===== src/rtl/mod2011_pkg.sv =====
// rtl/mod2011_pkg.sv - shared constants, types and modular add for the mod-2011 residue path
package mod2011_pkg;

    localparam int MODULUS   = 2011;
    localparam int RES_W     = 11;
    localparam int NUM_TERMS = 50;
    localparam int CNT_W     = $clog2(NUM_TERMS + 1);

    typedef logic [RES_W-1:0] residue_t;

    typedef enum logic [1:0] {
        ST_IDLE,
        ST_ACC,
        ST_DONE
    } acc_state_t;

    localparam residue_t         MOD_R  = residue_t'(MODULUS);
    localparam logic [RES_W:0]   MOD_S  = (RES_W+1)'(MODULUS);

    // Both operands must already be below MODULUS, so one subtract suffices.
    function automatic residue_t mod_add(residue_t a, residue_t b);
        logic [RES_W:0] s;
        s = {1'b0, a} + {1'b0, b};
        if (s >= MOD_S) begin
            s = s - MOD_S;
        end
        return s[RES_W-1:0];
    endfunction

endpackage


===== src/rtl/mod2011_add_corr.sv =====
// rtl/mod2011_add_corr.sv - reduces a raw 11-bit partial residue and adds it to a base modulo 2011
module mod2011_add_corr
    import mod2011_pkg::*;
(
    input  logic [RES_W-1:0] base,
    input  logic [RES_W-1:0] term,
    output logic [RES_W-1:0] sum
);

    residue_t term_red;

    // Raw terms span 0..2047, which is less than twice the modulus.
    always_comb begin
        term_red = term;
        if (term >= MOD_R) begin
            term_red = term - MOD_R;
        end
    end

    assign sum = mod_add(base, term_red);

endmodule


===== src/rtl/mod2011_residue_accumulator.sv =====
// rtl/mod2011_residue_accumulator.sv - serial mod-2011 accumulator of chunk-LUT partial residues
// Optional frame-length check: MOD2011_ACC_LEN_CHECK_EN
module mod2011_residue_accumulator
    import mod2011_pkg::*;
(
    input  logic             clk,
    input  logic             rst,
    input  logic             in_valid,
    output logic             in_ready,
    input  logic [RES_W-1:0] in_term,
    input  logic             in_last,
    output logic             out_valid,
    input  logic             out_ready,
    output logic [RES_W-1:0] out_res,
    output logic             out_err
);

    acc_state_t state, state_n;
    residue_t   acc, acc_n;
    residue_t   res_q, res_n;
    residue_t   base;
    residue_t   sum;
    logic       xfer;
    logic       first;

    assign out_valid = (state == ST_DONE);
    assign in_ready  = !out_valid || out_ready;
    assign xfer      = in_valid && in_ready;
    assign first     = (state != ST_ACC);
    assign base      = first ? '0 : acc;
    assign out_res   = res_q;

    mod2011_add_corr u_add_corr (
        .base (base),
        .term (in_term),
        .sum  (sum)
    );

`ifdef MOD2011_ACC_LEN_CHECK_EN
    logic [CNT_W-1:0] cnt, cnt_n, cnt_base, cnt_inc;
    logic             over, over_n, over_now;
    logic             err_q, err_n;
    localparam logic [CNT_W-1:0] CNT_MAX = CNT_W'(NUM_TERMS);

    assign cnt_base = first ? '0 : cnt;
    // Counter saturates at the nominal length; anything beyond sets the sticky flag.
    assign over_now = (!first && over) || (cnt_base == CNT_MAX);
    assign cnt_inc  = (cnt_base == CNT_MAX) ? cnt_base : cnt_base + 1'b1;
    assign out_err  = err_q;
`else
    assign out_err  = 1'b0;
`endif

    always_comb begin
        state_n = state;
        acc_n   = acc;
        res_n   = res_q;
`ifdef MOD2011_ACC_LEN_CHECK_EN
        cnt_n   = cnt;
        over_n  = over;
        err_n   = err_q;
`endif
        if (state == ST_DONE && out_ready) begin
            state_n = ST_IDLE;
        end
        if (xfer) begin
            if (in_last) begin
                res_n   = sum;
                acc_n   = '0;
                state_n = ST_DONE;
`ifdef MOD2011_ACC_LEN_CHECK_EN
                err_n   = over_now || (cnt_inc != CNT_MAX);
                cnt_n   = '0;
                over_n  = 1'b0;
`endif
            end else begin
                acc_n   = sum;
                state_n = ST_ACC;
`ifdef MOD2011_ACC_LEN_CHECK_EN
                cnt_n   = cnt_inc;
                over_n  = over_now;
`endif
            end
        end
    end

    always_ff @(posedge clk) begin
        if (rst) begin
            state <= ST_IDLE;
            acc   <= '0;
            res_q <= '0;
`ifdef MOD2011_ACC_LEN_CHECK_EN
            cnt   <= '0;
            over  <= 1'b0;
            err_q <= 1'b0;
`endif
        end else begin
            state <= state_n;
            acc   <= acc_n;
            res_q <= res_n;
`ifdef MOD2011_ACC_LEN_CHECK_EN
            cnt   <= cnt_n;
            over  <= over_n;
            err_q <= err_n;
`endif
        end
    end

endmodule


===== config.mk =====
export PLATFORM = sky130hd
export DESIGN_NAME = mod2011_residue_accumulator
export DESIGN_NICKNAME = d
export VERILOG_FILES = /design/src/rtl/mod2011_pkg.sv /design/src/rtl/mod2011_add_corr.sv /design/src/rtl/mod2011_residue_accumulator.sv
export SDC_FILE = /design/constraint.sdc
export NUM_CORES = 1
export LEC_CHECK = 0
export BUFFER_PORTS_ARGS = -buffer_cell sky130_fd_sc_hd__buf_4
export CAP_MARGIN = 10
export CORE_ASPECT_RATIO = 1.75
export CORE_MARGIN = 1.5
export CORE_UTILIZATION = 45
export DETAILED_ROUTE_END_ITERATION = 8
export PLACE_DENSITY_LB_ADDON = 0.15
export SLEW_MARGIN = 15
export SYNTH_ARGS = -nofsm -noshare
export SYNTH_HDL_FRONTEND = slang
export SYNTH_HIERARCHICAL = 1
export SYNTH_SLANG_ARGS = --single-unit

===== constraint.sdc =====
create_clock -name clk -period 3.71 [get_ports clk]
set_input_delay 0.371 -clock clk [delete_from_list [all_inputs] [get_ports clk]]
set_output_delay 0.371 -clock clk [all_outputs]
set_load 0.02 [all_outputs]

==> parameters.txt <==
Parameter                              Value

Logic synthesis
  Async set-reset flop share out of synthesis ... 0
  Netlist area before placement ... 2420 sq um
  Commonest cells in the synthesized netlist ... 37 x a21oi_1, 29 x o21ai_0, 24 x dfxtp_1
  Area share of the largest cell type after synthesis ... 0.198
  Total nets after synthesis ... 334
  Gate count after technology mapping ... 304
  Register area share after synthesis ... 0.198
  Per-instance average area after synthesis ... 7.97 sq um
  Number of distinct library cells after synthesis ... 72
  Count of flip-flops with a built-in enable after synthesis ... 0
  Synthesized flop and latch total ... 24
  Library cell with the largest summed area after synthesis ... dfxtp_1
  Cell with the most instances after synthesis ... a21oi_1
  Top cells by area, synth ... dfxtp_1 20%, a21oi_1 7.6%, ha_1 6.7%
  Ys Warns ... 6
  Top FF cell, synth ... dfxtp_1

Layout
  Number of cells in the finished layout apart from fillers ... 443
  Number of diodes added for antenna fixing ... 0
  Share of cells above drive strength 1 ... 0.384
  Area growth from synthesis to final layout ... 40.1%
  Filler instances ... 479
  Number of nets in the final layout ... 419

Power
  Switching Power ... 0.000256 W
  Pleak ... 1.42 nW
  Fraction of power spent switching nets ... 0.331
  Pwr dens ... 228 nW/um^2
  Logic gate share of total power ... 0.416
  Maximum vdd ir drop ... 0.000240 V
  Reg power frac ... 0.359
  Clock network fraction of design power ... 0.225
  Int Pwr ... 0.000517 W

Clock tree
  Clock latency on the worst-skew pair ... 0.26 ns
  H-tree Lvls ... 1
  Clock-pin slew on the worst setup and hold paths ... 0.08 ns
  Hold bufs inserted after CTS ... 0
  CTS Root Buffer Type ... clkbuf_8
  Cts bufs inserted ... 3
  TritonCTS clock tree ... done
  Clock sink total ... 24
  Number of buffers between clock root and the deepest sink ... 2

Job
  Count of maximum capacitance violations ... 0

Timing
  Ratio of final minimum period to clock period ... 1.01
  Final hold vios ... 0
  FMAX ... 0.267 GHz
  Layout Skew ... 0.00119 ns
  Worst path setup slack after routing ... -0.0333 ns
  Shortest clock period the worst path allows after layout ... 3.74 ns
  Fin Setup TNS ... -0.0362 ns
  Pins over their slew limit ... 0
  Finish-stage setup viols ... 2
  Unrepaired setup endpoints after global routing ... true

Setup path
  Critical path data required time ... 3.86 ns
  Total buffers and inverters traversed by the critical path ... 3
  Type of element launching the critical path ... input port
  Critical path's slowest cell ... fa_2
  Reg-to-reg setup timing slack ... 0.37 ns
  Worst Reg-to-Reg Cells ... 13
  First element of the critical path ... in_term[0]
  Reg-to-reg critical path startpoint ... state[0]$_SDFFE_PP0P_
  Slowest stage delay, CP ... 0.42 ns
  Path length in cells of the critical path ... 17
  RR Endpoint ... acc[1]$_SDFFE_PP0P_
  Capturing instance or port of the critical path ... acc[1]$_SDFFE_PP0P_
  Setup CP Type ... in -> reg
  Critical path's top delay family ... compound AO/OA/AOI/OAI gates
  Element type at the critical path end ... flop
  Crit path DAT ... 3.89 ns
  Sequence of cells on the critical path ... buf_8 > ha_4 > a211oi_2 > nor2_1 > o21ai_2 > mux2_4 > fa_2 > buf_6 > xor2_4 > o22ai_2 > and4b_2 > o211ai_4 > buf_6 > o41ai_4 > mux2_4 > nand4b_1 > a21oi_2
  Highest net fanout along the worst path ... 5

Drt
  Iteration count of the initial detailed-routing pass ... 4
  Number of DRC violations after detailed-routing iteration 0 ... 108
  Final wirelength ... 7480 um
  Via density ... 6.05
  Via total after detailed routing ... 2,681
  DR DRC count ... 0
  Antenna-violating nets left ... 0
  Routed metal-1 wirelength ... 2870 um
  Met2 routed WL ... 4230 um
  Routed wirelength normalized by instance count ... 16.9 um
  Met3 routed WL ... 128 um
  Top sig layer ... met4

Worst hold path
  Class of the tightest hold or removal check ... in -> reg

Placed design
  Number of placed instances with taps included ... 434
  Routability congestion estimate ... 0.922
  Count of input and output buffers ... 28
  Half-perimeter wire length after placement ... 5790 um

Floorplanning
  Number of ports placed on the die boundary ... 30
  Y dimension of the die ... 100 um
  Cell Rows ... 35
  Die Outline Area ... 5850 sq um
  Width of the chip ... 58.5 um
  Starting density of the core ... 0.465
  Placeable core region ... 5210 sq um

Outcome
  Status ... finished, violations left
  Violated checks ... negative setup slack

Global routing
  Pin count of the biggest net entering global routing ... 26
  Number of global-route vias before repair ... 2,551
  GRT Resource Usage Total ... 0.254
  Global-route congestion overflow total ... 0
  Antenna violations before repair ... 0
  Global-route wire length before repair ... 11,800 um
how the worst min path moves through the flow:
| stage | from | endpoint | slack [ns] | depth (start not counted) |
|---|---|---|---|---|
| after floorplan | acc[0]$_SDFFE_PP0P_ | acc[0]$_SDFFE_PP0P_ | 0.44 | 2 |
| after global placement | acc[3]$_SDFFE_PP0P_ | acc[3]$_SDFFE_PP0P_ | 0.46 | 2 |
| after global routing | rst | acc[3]$_SDFFE_PP0P_ | 0.47 | 2 |
| after CTS | out_ready | state[1]$_SDFFE_PP0P_ | 0.41 | 4 |
| final | out_ready | state[1]$_SDFFE_PP0P_ | 0.43 | 4 |
| after detailed placement | acc[3]$_SDFFE_PP0P_ | acc[3]$_SDFFE_PP0P_ | 0.46 | 2 |
stage by stage:
stage               setup slack [ns]  area [sq um]  utilization  power, W  hold slack [ns]
global placement              -0.381          3120        0.600  0.000570            0.457
CTS                          0.00419          3210        0.617  0.000752            0.415
floorplan                     0.0308          2460            -  0.000452            0.445
global route                  -0.188          3400        0.652  0.000815            0.474
detailed placement            -0.374          3120        0.600  0.000573            0.462
finish                       -0.0333          3400        0.652  0.000773            0.425
cell usage in the layout, fill, tap and decap left out, types with 3 or more instances in the layout:
cell type	n
nand4_1	13
o21ai_1	4
xnor2_2	4
xor2_1	5
inv_1	7
a31oi_1	4
nand2_1	18
ha_1	8
buf_6	4
and2_1	15
o211ai_1	3
nand3_1	4
nor2_1	17
and3_1	4
xnor2_1	4
a21oi_1	30
ha_4	3
buf_4	96
clkbuf_8	4
nand4b_1	11
o21a_1	3
o21ai_0	28
dfxtp_1	24
a21oi_2	7
nor2b_1	5
a221o_1	3
kinds of logic (layout without fill, tap and decap cells):
group / count (synthesis) / count (layout) / share of synthesized area
simple gates: 101 / 101 / 0.243
other cells: 1 / 1 / 0.00155
mux: 4 / 4 / 0.0191
buf+inv: 29 / 113 / 0.0630
compound gates: 116 / 116 / 0.337
flops: 24 / 24 / 0.198
fa+ha+maj: 14 / 14 / 0.0754
xor+xnor: 15 / 15 / 0.0635
layer usage:
metal  vias to the layer above  global-route usage
met3                        14              0.0142
met2                        51               0.486
li1                       1320                   -
met4                         0               0.113
met5                         -                   0
met1                      1296               0.272
worst reg2reg max path, stage by stage (launching register included):
cell      delay, ns
dfxtp_1        0.33
nor2b_1        0.30
and2_1         0.30
ha_4           0.24
a211oi_4       0.22
buf_4          0.20
o22ai_2        0.08
and4b_2        0.34
o211ai_4       0.11
buf_6          0.14
o41ai_4        0.42
mux2_4         0.35
nand4b_1       0.12
a21oi_2        0.06
registers in the layout (all words and copies together), names as in the netlist:
signal and cells:
out_res 11, state 2, acc 11
power by group through the flow:
stage               Combinational, W  Clock, W  Sequential, W
global route                0.000347  0.000188       0.000279
finish                      0.000322  0.000174       0.000277
detailed placement          0.000289         0       0.000283
CTS                         0.000294  0.000181       0.000277
floorplan                   0.000162         0       0.000291
global placement            0.000287         0       0.000283
area by class of cell:
cell class                      count  area, sq um  area share
Multi-Input combinational cell    251         1980       0.583
Timing Repair Buffer              101          781       0.230
Sequential cell                    24          480       0.141
Tap cell                           55         68.8      0.0203
Clock buffer                        4         55.1      0.0162
Inverter                            8         30.0     0.00884
what timing repair did:
action | in CTS | in global routing
buffers inserted | 3 | 3
pin swaps | 4 | 23
setup endpoints to repair | 14 | 22
gates resized for setup | 3 | 31
No activity file was read; power rests on OpenSTA's default activity.
